File: config.mk
export PLATFORM = sky130hd
export DESIGN_NAME = voice_alloc
export DESIGN_NICKNAME = d
export VERILOG_FILES = /design/src/rtl/synth_pkg.sv /design/src/rtl/voice_slot.sv /design/src/rtl/voice_alloc.sv
export SDC_FILE = /design/constraint.sdc
export NUM_CORES = 1
export LEC_CHECK = 0
export ABC_CLOCK_PERIOD_IN_PS = 3000
export BUFFER_PORTS_ARGS = -buffer_cell sky130_fd_sc_hd__buf_4
export CORE_UTILIZATION = 45
export DETAILED_ROUTE_END_ITERATION = 8
export GPL_TIMING_DRIVEN = 0
export PLACE_DENSITY = 0.74
export SYNTH_ARGS = -nofsm -noshare
export SYNTH_HDL_FRONTEND = slang
export SYNTH_SLANG_ARGS = --single-unit
File: constraint.sdc
create_clock -name clk24 -period 3 [get_ports clk24]
set_input_delay 0.6 -clock clk24 [delete_from_list [all_inputs] [get_ports clk24]]
set_output_delay 0.6 -clock clk24 [all_outputs]
set_load 0.02 [all_outputs]
File: src/rtl/synth_pkg.sv
// Shared types and widths for the FM voice allocator.
// Contents: voice state enum, controller state enum, default note/phaseinc
// widths, release and age counter widths.
package synth_pkg;
    localparam int NOTE_W_DEF = 7;
    localparam int PINC_W_DEF = 16;
    localparam int REL_W      = 32;
    localparam int AGE_W      = 16;

    typedef enum logic [1:0] {
        V_IDLE    = 2'd0,
        V_HELD    = 2'd1,
        V_RELEASE = 2'd2
    } voice_state_e;

    typedef enum logic {
        C_ACCEPT = 1'b0,
        C_UPDATE = 1'b1
    } ctrl_state_e;
endpackage

File: src/rtl/voice_slot.sv
// One operator voice: voice FSM, release countdown, age counter, stored
// note/phaseinc and trig generation with the one-cycle retrigger gap.
// Optional feature macro: VOICE_STEAL_EN (adds the age counter and port).
// Ports:
//   clk24, rst      clock, synchronous active-high reset
//   note_on         commit a note-on to this voice (alloc, retrigger or steal)
//   note_off        commit a note-off to this voice (only acted on in HELD)
//   on_note/on_pinc note number and phase increment for note_on
//   rel_time        release duration, loaded on HELD->RELEASE
//   state, note     current voice state and stored note
//   phaseinc, trig  operator drive
//   age             cycles since last note_on, saturating (steal builds only)
module voice_slot
    import synth_pkg::*;
#(
    parameter int NOTE_W = NOTE_W_DEF,
    parameter int PINC_W = PINC_W_DEF
) (
    input  logic              clk24,
    input  logic              rst,
    input  logic              note_on,
    input  logic              note_off,
    input  logic [NOTE_W-1:0] on_note,
    input  logic [PINC_W-1:0] on_pinc,
    input  logic [REL_W-1:0]  rel_time,
    output voice_state_e      state,
    output logic [NOTE_W-1:0] note,
    output logic [PINC_W-1:0] phaseinc,
    output logic              trig
`ifdef VOICE_STEAL_EN
    ,
    output logic [AGE_W-1:0]  age
`endif
);
    logic             gap;
    logic [REL_W-1:0] rel_cnt;

    always_ff @(posedge clk24) begin
        if (rst) begin
            state    <= V_IDLE;
            note     <= '0;
            phaseinc <= '0;
            trig     <= 1'b0;
            gap      <= 1'b0;
            rel_cnt  <= '0;
        end else begin
            gap <= 1'b0;
            if (note_on) begin
                note     <= on_note;
                phaseinc <= on_pinc;
                state    <= V_HELD;
                // A busy voice gets a one-cycle low on trig so the operator
                // sees a fresh edge; an idle voice goes high immediately.
                trig     <= (state == V_IDLE);
                gap      <= (state != V_IDLE);
            end else if (note_off && state == V_HELD) begin
                state   <= V_RELEASE;
                rel_cnt <= rel_time;
                trig    <= 1'b0;
            end else if (state == V_RELEASE) begin
                if (rel_cnt == '0) state <= V_IDLE;
                else               rel_cnt <= rel_cnt - 1'b1;
            end else if (gap) begin
                trig <= 1'b1;
            end
        end
    end

`ifdef VOICE_STEAL_EN
    always_ff @(posedge clk24) begin
        if (rst || note_on)                     age <= '0;
        else if (state != V_IDLE && age != '1) age <= age + 1'b1;
    end
`endif
endmodule

File: src/rtl/voice_alloc.sv
// Voice allocator/sequencer for the FM operator bank.
// Two-state controller (ACCEPT/UPDATE): events are registered on accept and
// committed to one voice at the end of the following cycle.
// Optional feature macro: VOICE_STEAL_EN (steal oldest voice when full;
// otherwise full note-ons are dropped).
// Ports:
//   clk24, rst                     clock, synchronous active-high reset
//   ev_valid/ev_ready              event handshake
//   ev_on, ev_note, ev_phaseinc    event payload
//   rel_time                       release duration in cycles
//   voice_trig, voice_phaseinc     per-voice operator drive
//   voice_busy                     per-voice not-IDLE
//   drop, steal                    one-cycle pulses after UPDATE
module voice_alloc
    import synth_pkg::*;
#(
    parameter int NVOICES = 4,
    parameter int NOTE_W  = NOTE_W_DEF,
    parameter int PINC_W  = PINC_W_DEF
) (
    input  logic                      clk24,
    input  logic                      rst,
    input  logic                      ev_valid,
    output logic                      ev_ready,
    input  logic                      ev_on,
    input  logic [NOTE_W-1:0]         ev_note,
    input  logic [PINC_W-1:0]         ev_phaseinc,
    input  logic [REL_W-1:0]          rel_time,
    output logic [NVOICES-1:0]        voice_trig,
    output logic [NVOICES*PINC_W-1:0] voice_phaseinc,
    output logic [NVOICES-1:0]        voice_busy,
    output logic                      drop,
    output logic                      steal
);
    localparam int IDX_W = $clog2(NVOICES);

    ctrl_state_e       ctrl;
    logic              ready;
    logic              on_q;
    logic [NOTE_W-1:0] note_q;
    logic [PINC_W-1:0] pinc_q;

    voice_state_e      vstate [NVOICES];
    logic [NOTE_W-1:0] vnote  [NVOICES];
    logic [NVOICES-1:0] cmd_on, cmd_off;
    logic              drop_n, steal_n;
    logic              match_any, idle_any;
    logic [IDX_W-1:0]  match_idx, idle_idx;

    assign ev_ready = ready;

    // ready is registered so it stays low through reset and rises one cycle
    // after reset is released.
    always_ff @(posedge clk24) begin
        if (rst) begin
            ctrl   <= C_ACCEPT;
            ready  <= 1'b0;
            on_q   <= 1'b0;
            note_q <= '0;
            pinc_q <= '0;
        end else begin
            case (ctrl)
                C_ACCEPT: begin
                    if (ev_valid && ready) begin
                        on_q   <= ev_on;
                        note_q <= ev_note;
                        pinc_q <= ev_phaseinc;
                        ctrl   <= C_UPDATE;
                        ready  <= 1'b0;
                    end else begin
                        ready <= 1'b1;
                    end
                end
                default: begin
                    ctrl  <= C_ACCEPT;
                    ready <= 1'b1;
                end
            endcase
        end
    end

    // Lowest-index HELD voice with a matching note, and lowest-index IDLE
    // voice. Scanning downward leaves the lowest hit in the result.
    always_comb begin
        match_any = 1'b0;
        match_idx = '0;
        idle_any  = 1'b0;
        idle_idx  = '0;
        for (int i = NVOICES - 1; i >= 0; i--) begin
            if (vstate[i] == V_HELD && vnote[i] == note_q) begin
                match_any = 1'b1;
                match_idx = IDX_W'(i);
            end
            if (vstate[i] == V_IDLE) begin
                idle_any = 1'b1;
                idle_idx = IDX_W'(i);
            end
        end
    end

`ifdef VOICE_STEAL_EN
    logic [AGE_W-1:0] vage [NVOICES];
    logic             rel_any;
    logic [IDX_W-1:0] rel_idx, held_idx, victim;
    logic [AGE_W-1:0] rel_age, held_age;

    // Oldest RELEASE voice first, else oldest HELD; strict compare keeps
    // the lowest index on ties.
    always_comb begin
        rel_any  = 1'b0;
        rel_idx  = '0;
        rel_age  = '0;
        held_idx = '0;
        held_age = '0;
        for (int i = 0; i < NVOICES; i++) begin
            if (vstate[i] == V_RELEASE && (!rel_any || vage[i] > rel_age)) begin
                rel_any = 1'b1;
                rel_idx = IDX_W'(i);
                rel_age = vage[i];
            end
            if (vstate[i] == V_HELD && (i == 0 || vage[i] > held_age)) begin
                held_idx = IDX_W'(i);
                held_age = vage[i];
            end
        end
        victim = rel_any ? rel_idx : held_idx;
    end
`endif

    always_comb begin
        cmd_on  = '0;
        cmd_off = '0;
        drop_n  = 1'b0;
        steal_n = 1'b0;
        if (ctrl == C_UPDATE) begin
            if (on_q) begin
                if (match_any)     cmd_on[match_idx] = 1'b1;
                else if (idle_any) cmd_on[idle_idx]  = 1'b1;
                else begin
`ifdef VOICE_STEAL_EN
                    cmd_on[victim] = 1'b1;
                    steal_n        = 1'b1;
`else
                    drop_n = 1'b1;
`endif
                end
            end else if (match_any) begin
                cmd_off[match_idx] = 1'b1;
            end
        end
    end

    always_ff @(posedge clk24) begin
        if (rst) drop <= 1'b0;
        else     drop <= drop_n;
    end

`ifdef VOICE_STEAL_EN
    always_ff @(posedge clk24) begin
        if (rst) steal <= 1'b0;
        else     steal <= steal_n;
    end
`else
    assign steal = 1'b0;
`endif

    for (genvar i = 0; i < NVOICES; i++) begin : g_voice
        voice_slot #(.NOTE_W(NOTE_W), .PINC_W(PINC_W)) u_slot (
            .clk24    (clk24),
            .rst      (rst),
            .note_on  (cmd_on[i]),
            .note_off (cmd_off[i]),
            .on_note  (note_q),
            .on_pinc  (pinc_q),
            .rel_time (rel_time),
            .state    (vstate[i]),
            .note     (vnote[i]),
            .phaseinc (voice_phaseinc[i*PINC_W +: PINC_W]),
            .trig     (voice_trig[i])
`ifdef VOICE_STEAL_EN
            ,
            .age      (vage[i])
`endif
        );
        assign voice_busy[i] = (vstate[i] != V_IDLE);
    end
endmodule
# Yosys cells after proc, flatten, opt, wreduce, memory -nomap -nowiden

Cells that the tools add are included.

Reductions and logical operators: 70
Add/sub/neg operators: 4
Muxes and demuxes: 75
Bitwise operators: 6
Equality and inequality tests: 20
$lt $le $gt $ge: 4

Operator list:

| kind                  | count |
|---|---|
| $mux 32               | 12 |
| $logic_not 32->1      | 4 |
| $sub 32x1->32 const B | 4 |
| $mux 2                | 20 |
| $reduce_bool 3->1     | 12 |
| $mux 1                | 34 |
| $eq 7x7->1            | 4 |
| $mux 4                | 7 |
| $reduce_and 2->1      | 13 |
| $reduce_bool 2->1     | 12 |
| $reduce_or 2->1       | 9 |
| $ne 3x2->1 const B    | 4 |
| $reduce_and 3->1      | 4 |
| $logic_and 1x1->1     | 11 |
| $eq 2x1->1 const B    | 4 |
| $eq 2x2->1 const B    | 4 |
| $logic_not 2->1       | 4 |
| $ne 2x1->1 const B    | 4 |
| $lt 2x3->1 const B    | 2 |
| $not 1->1             | 6 |
| $demux 1 s2           | 2 |
| $ge 2x1->1 const B    | 2 |
| $reduce_or 4->1       | 1 |

Word-level logic and storage cells: 213
Output and inout bits: 75
Register bits after elaboration: 263
Input port bits: 59

# Depth between registers and ports, before layout

Gate-level depths: netlist of run 1.

Depth after elaboration: 16
Depth in mapped cells: 10
Depth with buffers taken out: 8

# By module

A second synthesis of run 1 with hierarchy kept.

Cell total of the unflattened synthesis: 1,621
Area, all modules: 13,721.9 um2

By module, submodules not included:

| module      | area each (um2) | times used | seq. area each (um2) | cells an instance |
|---|---|---|---|---|
| voice_slot  | 3,085.5         | 4          | 1,181.1              | 370 |
| voice_alloc | 1,380.1         | 1          | 540.5                | 141 |

# Least setup slack after synthesis of run 1

OpenSTA, ideal clock, no wires.

Kind: register to register
Start: reg g_voice[3].u_slot.rel_cnt[26]
End: reg g_voice[3].u_slot.rel_cnt[29]
Required time: 2,930 ps
Library setup time: 70 ps
Arrival: 2,501 ps
Path buffers: 2
Clock period less this slack: 2,572 ps
Stages on the path, launching flop included: 9
Setup slack: 428 ps
Cell sequence: dfxtp_1 or4_1 buf_2 or4_4 buf_6 o31ai_4 nor4_1 or3b_1 a21oi_1

Word-level cells in the longest chain between the ends: 4
Elaborated cells on any way between the ends: 7
Those cells by class: add/sub (1); eq/ne (1); mux (3); reduce/logical (2)

RTL lines:

| element                | RTL line         | source |
|---|---|---|
| from (decl)            | voice_slot.sv:36 | `logic [REL_W-1:0] rel_cnt;` |
| from (signal assigned) | voice_slot.sv:58 | `rel_cnt <= rel_time;` |
| from (signal assigned) | voice_slot.sv:62 | `else rel_cnt <= rel_cnt - 1'b1;` |
| $sub 32x1->32          | voice_slot.sv:62 |  |
| $mux 32                | voice_slot.sv:61 | `if (rel_cnt == '0) state <= V_IDLE;` |
| $mux 32                | voice_slot.sv:60 | `end else if (state == V_RELEASE) begin` |
| $mux 32                | voice_slot.sv:56 | `end else if (note_off && state == V_HELD) begin` |

Parallel ways exist; a longest one is shown, timed or not. The select of a mux whose other input is x is not followed.
A chain may end at the register's enable or synchronous reset.

# Final worst setup path of run 1

Start: reg note_q[0]
End: reg g_voice[3].u_slot.rel_cnt[10]

Word-level cells in the longest chain between the ends: 16
Elaborated cells on any way between the ends: 33
Those cells by class: order compare (2); eq/ne (5); mux (17); bitwise (1); reduce/logical (8)

RTL lines:

| element                                                          | RTL line                               | source |
|---|---|---|
| from (decl)                                                      | voice_alloc.sv:40                      | `logic [NOTE_W-1:0] note_q;` |
| from (signal assigned)                                           | voice_alloc.sv:66                      | `note_q <= ev_note;` |
| $eq 7x7->1                                                       | voice_alloc.sv:90                      | `if (vstate[i] == V_HELD && vnote[i] == note_q) begin` |
| $logic_and 1x1->1                                                | voice_alloc.sv:90                      |  |
| $mux 2 (4 in series)                                             | voice_alloc.sv:90                      |  |
| $lt 2x3->1 (implied by the code) or $ge 2x1->1 (tied branches)   | voice_alloc.sv:137, voice_alloc.sv:148 |  |
| $logic_and 1x1->1 (implied by the code)                          | voice_alloc.sv:137, voice_alloc.sv:148 |  |
| $mux 1 (implied by the code)                                     | voice_alloc.sv:137, voice_alloc.sv:148 |  |
| $demux 1 s2                                                      | voice_alloc.sv:137, voice_alloc.sv:148 |  |
| $mux 4                                                           | voice_alloc.sv:147                     | `end else if (match_any) begin` |
| $mux 4                                                           | voice_alloc.sv:136                     | `if (on_q) begin` |
| $mux 4                                                           | voice_alloc.sv:135                     | `if (ctrl == C_UPDATE) begin` |
| $logic_and 1x1->1                                                | voice_slot.sv:56                       |  |
| $ne 2x1->1 (no source line) or $reduce_bool 2->1 (tied branches) | --                                     |  |
| $reduce_and 3->1 (no source line)                                | --                                     |  |

Parallel ways exist; a longest one is shown, timed or not.

==> results of run 1 <==
worst paths after layout:
check / from / to / slack (ns)
max reg2reg: note_q[0] / g_voice[3].u_slot.rel_cnt[10] / 0.12
max: note_q[0] / g_voice[3].u_slot.rel_cnt[10] / 0.12
min reg2reg: g_voice[0].u_slot.phaseinc[14] / g_voice[0].u_slot.phaseinc[14] / 0.46
min: ev_phaseinc[6] / pinc_q[6] / 0.24
state kept, by name, indices dropped and copies added (netlist names):
signal and cells:
ctrl 1, drop 1, ev_ready 1, g_voice.u_slot.gap 4, g_voice.u_slot.note 28, g_voice.u_slot.phaseinc 64
g_voice.u_slot.rel_cnt 128, g_voice.u_slot.state 8, g_voice.u_slot.trig 4, note_q 7, on_q 1, pinc_q 16
routing by layer:
layer  share of wire (%)  routed length [um]
met1                  40               16700
met2                  45               18700
met3                 9.5                3940
met4                 5.3                2200
met5                   0                   0
power by group through the flow:
stage	Combinational [mW]	Sequential [mW]	Clock (mW)
finish	0.341	3.54	3.58
CTS	0.330	3.54	3.60
global placement	0.322	3.61	0
global route	0.354	3.54	3.76
detailed placement	0.327	3.61	0
floorplan	0.142	3.60	0
logic make-up (layout without fill, tap and decap cells):
group                    count (synthesis)  count (layout)
AO/OA/AOI/OAI                          305             305
multiplexers                            49              49
flip-flops                             263             263
other                                    1               1
AND/OR/NAND/NOR                        615             615
XOR/XNOR                               117             117
buffers and inverters                  128             310
adder cells (fa/ha/maj)                  4               4
area by class of cell:
cell class,instances,share of cell area [%]
Tap cell,372,3.08
Timing Repair Buffer,133,6.60
Multi-Input combinational cell,1091,45.6
Clock buffer,41,5.55
Clock inverter,8,0.711
Inverter,18,0.447
Buffer,110,3.17
Sequential cell,263,34.8
cells in the final DEF (no fill, tap or decap), types with 11 or more instances in the layout:
cell       netlist  routed
a211oi_1        98      97
a21oi_1         51      51
a22o_1          24      24
a31o_2          26      26
buf_2           20      20
buf_4            5     138
clkbuf_1        80      77
clkbuf_16        0      28
dfxtp_1        263     263
inv_1           17      17
mux2i_1         48      48
nand2_1        103     103
nand3_1         62      62
nand4_1         15      15
nor2_1         177     176
nor3_1          88      86
nor4_1          64      59
o211ai_1        11      11
o21ai_0         39      39
or3_1           19      19
or4_1           27      26
xnor2_1         59      59
xor2_1          58      58
repair_timing:
| item | 4_1_cts | 5_1_grt |
|---|---|---|
| cloned | 0 | 0 |
| hold buffers | 0 | 0 |
| buffers inserted | 0 | 0 |
| resized for setup | 6 | 22 |
| setup endpoints to repair | 58 | 72 |
==> out/qor.yml, run 1 <==
wl_mm: 41.6
grt_pass1_wl_mm: 63.9
synthSimpleGateAreaFrac_pct: 24.3
path_buf_inv: 2
synth_cells: 1482
syn_nets: 1545
cts_made_buffers: 28
rsz0062_at_grt: "false"
synth_compound_area_share_pct: 17.4
postLayoutSetupSlackWorst_ns: 0.118
synth.avg_cell_area_sq_um: 8.52
switchingPower_mw: 1.73
register_area_sq_mm: 0.00527
finalHoldWorstSlack_ns: 0.242
io_buffer_count: 132
maxCapViolCount: 0
final_cell_area_sq_mm: 0.0151
synth_top_family_by_area: "simple AND/OR/NAND/NOR gates"
drive_gt1_share_pct: 16.2
p_int_mw: 5.73
rows: 60
die-area_sq_mm: 0.0287
grt_pass1_vias: 11505
power_mw: 7.46
worstSetupPathType: "reg2reg"
yosysSeqAreaShare_pct: 41.7
critPathLaunchType: "flip-flop"
worst_clock_skew_ns: 0.0156
postSynth.asyncResetShare_pct: 0
ir_drop_mv: 0.445
hpwl_mm: 29.6
pre_cts_slack_ns: -0.203
clkSinkCount: 263
power_frac_comb_pct: 4.6
worstPathArrival_ns: 3.29
start_util_pct: 46.3
hold_path.class: "in2reg"
cts_buffer_depth: 3
synthMuxAreaShare_pct: 3.89
busiest_layer: "met2"
switching_share_pct: 23.2
place_area_sq_mm: 0.0141
power_density_mw_per_mm2: 493
die_h_um: 170
synth_xor_area_share_pct: 8.12
synth_cell_types: 67
cts-root-buf: "clkbuf_16"
io_pins: 134
met2_usage_pct: 46.5
synth_flop_cell: "dfxtp_1"
crit_fanout: 8
finalCritPeriodShare_pct: 96.1
first_pass_iters: 5
worst_path_max_delay_cell: "or4_1"
slew_violations: 0
drc: 0
ys_warn_count: 0
setup_tns_ns: 0
gr-total-overflow: 0
wire_per_inst_um: 20.4
final_nets: 1708
htreeDepth: 1
die_w_um: 170
final.min_clock_period_ns: 2.88
outcome: "complete, no violations"
antenna_found_initial: 0
synthDominantCellAreaShare_pct: 41.7
cp.required_ns: 3.41
synth_edf_count: 0
met1_usage_pct: 35.1
first_iter_violations: 1217
coreArea_sq_mm: 0.0273
timing.final.hold_violations: 0
max_freq_mhz: 347
place_inst: 1987
diodes: 0
critical_path_depth: 8
syn_area_sq_mm: 0.0126
antenna_left: 0
power_leakage_nw: 5.85
setup_violations: 0
cp_top_family: "simple AND/OR/NAND/NOR gates"
tightest_slew_ns: 1.03
synth_area_leaders: "dfxtp_1 (42%), a211oi_1 (5.8%), nor2_1 (5.3%)"
grt_max_degree: 15
yosysMostFrequentCell: "dfxtp_1"
syn_to_final_growth_pct: 19.8
synth_area_leader_cell: "dfxtp_1"
cp_slowest_stage_delay_ns: 0.67
num_vias: 12207
path_clk_slew_ns: 0.06
grtUsageTotal_pct: 28.5
gp_congestion: 0.956
cp-end-kind: "flip-flop"
via_per_inst: 6.00
synth-adder-area-share_pct: 0.396
clockPowerShare_pct: 48.0
p_seq_share_pct: 47.4
relSlewSlack_pct: 31.3
hold_depth: 2
num-fill-cells: 2492
multi_input_area_sq_mm: 0.00690
utilization_pct: 55.5
use_met3_pct: 6.41
cts_tree: "built"
clk_latency_ns: 0.56
reg2reg_depth: 8
stdcell_count: 2036
ys_ff_latch: 263
crit_path_cell_trace: "clkbuf_4, xor2_1, nor4_1, nand2_1, or4_1, clkbuf_1, o311ai_0, a21oi_1"
synth_common_cells: "dfxtp_1 (263), nor2_1 (177), nand2_1 (103)"
Note: power is estimated with default switching activity, not from simulation.
==> run 2, diff against run 1 <==
- ABC_CLOCK_PERIOD_IN_PS: 3000 -> 2500
- PLACE_DENSITY: 0.74 -> unset
- PLACE_DENSITY_LB_ADDON: unset -> 0.08
- clock period: 3 -> 2.5 ns (I/O delays scaled with it)
==> run 2 against run 1 <==
The flow now finishes with violations (setup timing). Global-route usage grew 0.14 points. First-iteration DRC count decreased by 34%. Clock-buffer cell count rose by 5. Hold slack got worse by 0.11 ns. Wire length is 1.2% higher. Clock skew down 0.0034 ns. Non-clock buffer count rose by 32. Critical path type unchanged.
==> out/qor.yml, run 2 (synthesis gave the netlist of run 1 again) <==
place_area_sq_mm: 0.0141
die_h_um: 170
final.min_clock_period_ns: 2.55
outcome: "complete, but fails checks"
violations: "setup timing"
maxCapViolCount: 0
cts_made_buffers: 30
final_nets: 1743
cts-root-buf: "clkbuf_16"
tightest_slew_ns: 0.945
grt_pass1_vias: 11393
hold_depth: 2
timing.final.hold_violations: 0
syn_to_final_growth_pct: 29.1
grtUsageTotal_pct: 28.6
wl_mm: 42.0
grt_max_degree: 16
power_leakage_nw: 6.27
cts_buffer_depth: 3
relSlewSlack_pct: 37.0
path_clk_slew_ns: 0.06
start_util_pct: 46.3
via_per_inst: 5.84
finalHoldWorstSlack_ns: 0.136
final_common_cell: "dfxtp_1"
hpwl_mm: 29.8
reg2reg_depth: 7
clk_latency_ns: 0.57
worstReg2RegEnd: "g_voice[3].u_slot.rel_cnt[29]"
utilization_pct: 59.8
place_inst: 1987
setup_violations: 1
first_iter_violations: 804
largest_register_ffs: 128
clkSinkCount: 263
ff2ff_setup_slack_ns: -0.05
num_vias: 12101
diodes: 0
coreArea_sq_mm: 0.0273
power_mw: 9.20
wire_per_inst_um: 20.3
max_freq_mhz: 393
stdcell_count: 2073
hold-path-endpoint: "pinc_q[8]"
min-delay-start: "ev_phaseinc[8]"
reg_top3: "g_voice.u_slot.rel_cnt (128), g_voice.u_slot.phaseinc (64), g_voice.u_slot.note (28)"
crit_top_cell: "or4_4"
cp-end-kind: "flip-flop"
io_pins: 134
rsz0062_at_grt: "true"
cp.required_ns: 2.99
final_cell_mix: "dfxtp_1 (252), buf_4 (190), nor2_1 (173), nand2_1 (97), a211oi_1 (94)"
cts-hold-fix-buffers: 0
die_w_um: 170
reg2reg_from: "g_voice[3].u_slot.rel_cnt[22]"
final_cell_area_sq_mm: 0.0163
cp_slowest_stage_delay_ns: 0.61
setup_tns_ns: -0.0452
hold_path.class: "in2reg"
critPathLaunchType: "flip-flop"
postLayoutSetupSlackWorst_ns: -0.0452
rows: 60
register_area_sq_mm: 0.00528
power_density_mw_per_mm2: 564
pre_cts_slack_ns: -0.835
antenna_left: 0
ir_drop_mv: 0.455
drc: 0
gr-total-overflow: 0
htreeDepth: 1
largest-register: "g_voice.u_slot.rel_cnt"
drive_gt1_share_pct: 24.8
worst_path_max_delay_cell: "or4_4"
gp_congestion: 0.917
crit_fanout: 8
antenna_found_initial: 0
io_buffer_count: 132
finalCritPeriodShare_pct: 102
worstSetupPathType: "reg2reg"
first_pass_iters: 5
crit_path_cell_trace: "or4_4, or4_4, o31ai_4, buf_12, nor4_2, or3b_1, a21oi_2"
num-fill-cells: 2493
die-area_sq_mm: 0.0287
grt_pass1_wl_mm: 64.4
cts_tree: "built"
worst_clock_skew_ns: 0.0122
worstPathArrival_ns: 3.04
slew_violations: 0
multi_input_area_sq_mm: 0.00759
run 2: power by group:
part	total (mW)	internal [mW]	switching, mW
Combinational	0.434	0.154	0.280
Clock	4.52	2.67	1.85
Sequential	4.25	4.21	0.0338
Total	9.20	7.04	2.16
run 2: worst max path at each step:
stage / from / to / cells after the start
global placement: note_q[5] / g_voice[3].u_slot.rel_cnt[10] / 8
floorplan: g_voice[3].u_slot.rel_cnt[26] / g_voice[3].u_slot.rel_cnt[29] / 8
finish: g_voice[3].u_slot.rel_cnt[22] / g_voice[3].u_slot.rel_cnt[29] / 7
CTS: g_voice[3].u_slot.rel_cnt[27] / g_voice[3].u_slot.rel_cnt[29] / 8
detailed placement: note_q[1] / g_voice[2].u_slot.rel_cnt[18] / 10
global route: g_voice[3].u_slot.rel_cnt[22] / g_voice[3].u_slot.rel_cnt[29] / 7
run 2: layout make-up:
| cell class | count | share of cell area (%) |
|---|---|---|
| repair buffers | 178 | 8.32 |
| flip-flops and latches | 263 | 32.4 |
| clock inverters | 7 | 0.614 |
| inverters | 18 | 0.414 |
| well taps | 372 | 2.85 |
| multi-input cells | 1092 | 46.6 |
| clock buffers | 46 | 5.53 |
| plain buffers | 97 | 3.31 |
run 2: repair_timing:
item | in CTS | in global routing
pin swaps | 26 | 35
setup buffers | 22 | 23
setup endpoints to repair | 229 | 192
cloned | 1 | 0
gates resized for setup | 121 | 103
run 2: critical path: cells and delay by family, from the launching register on:
kind                   cells  cell delay [ns]
AND/OR/NAND/NOR            4             1.57
AO/OA/AOI/OAI              2             0.41
flip-flops                 1             0.33
buffers and inverters      1             0.16
run 2: metal layers:
metal,wire [um],GRT usage [%],vias to the layer above
li1,-,-,5835
met1,18000,36.6,5768
met2,19400,46.8,401
met3,2800,5.81,97
met4,1900,12.1,0
met5,0,0,-
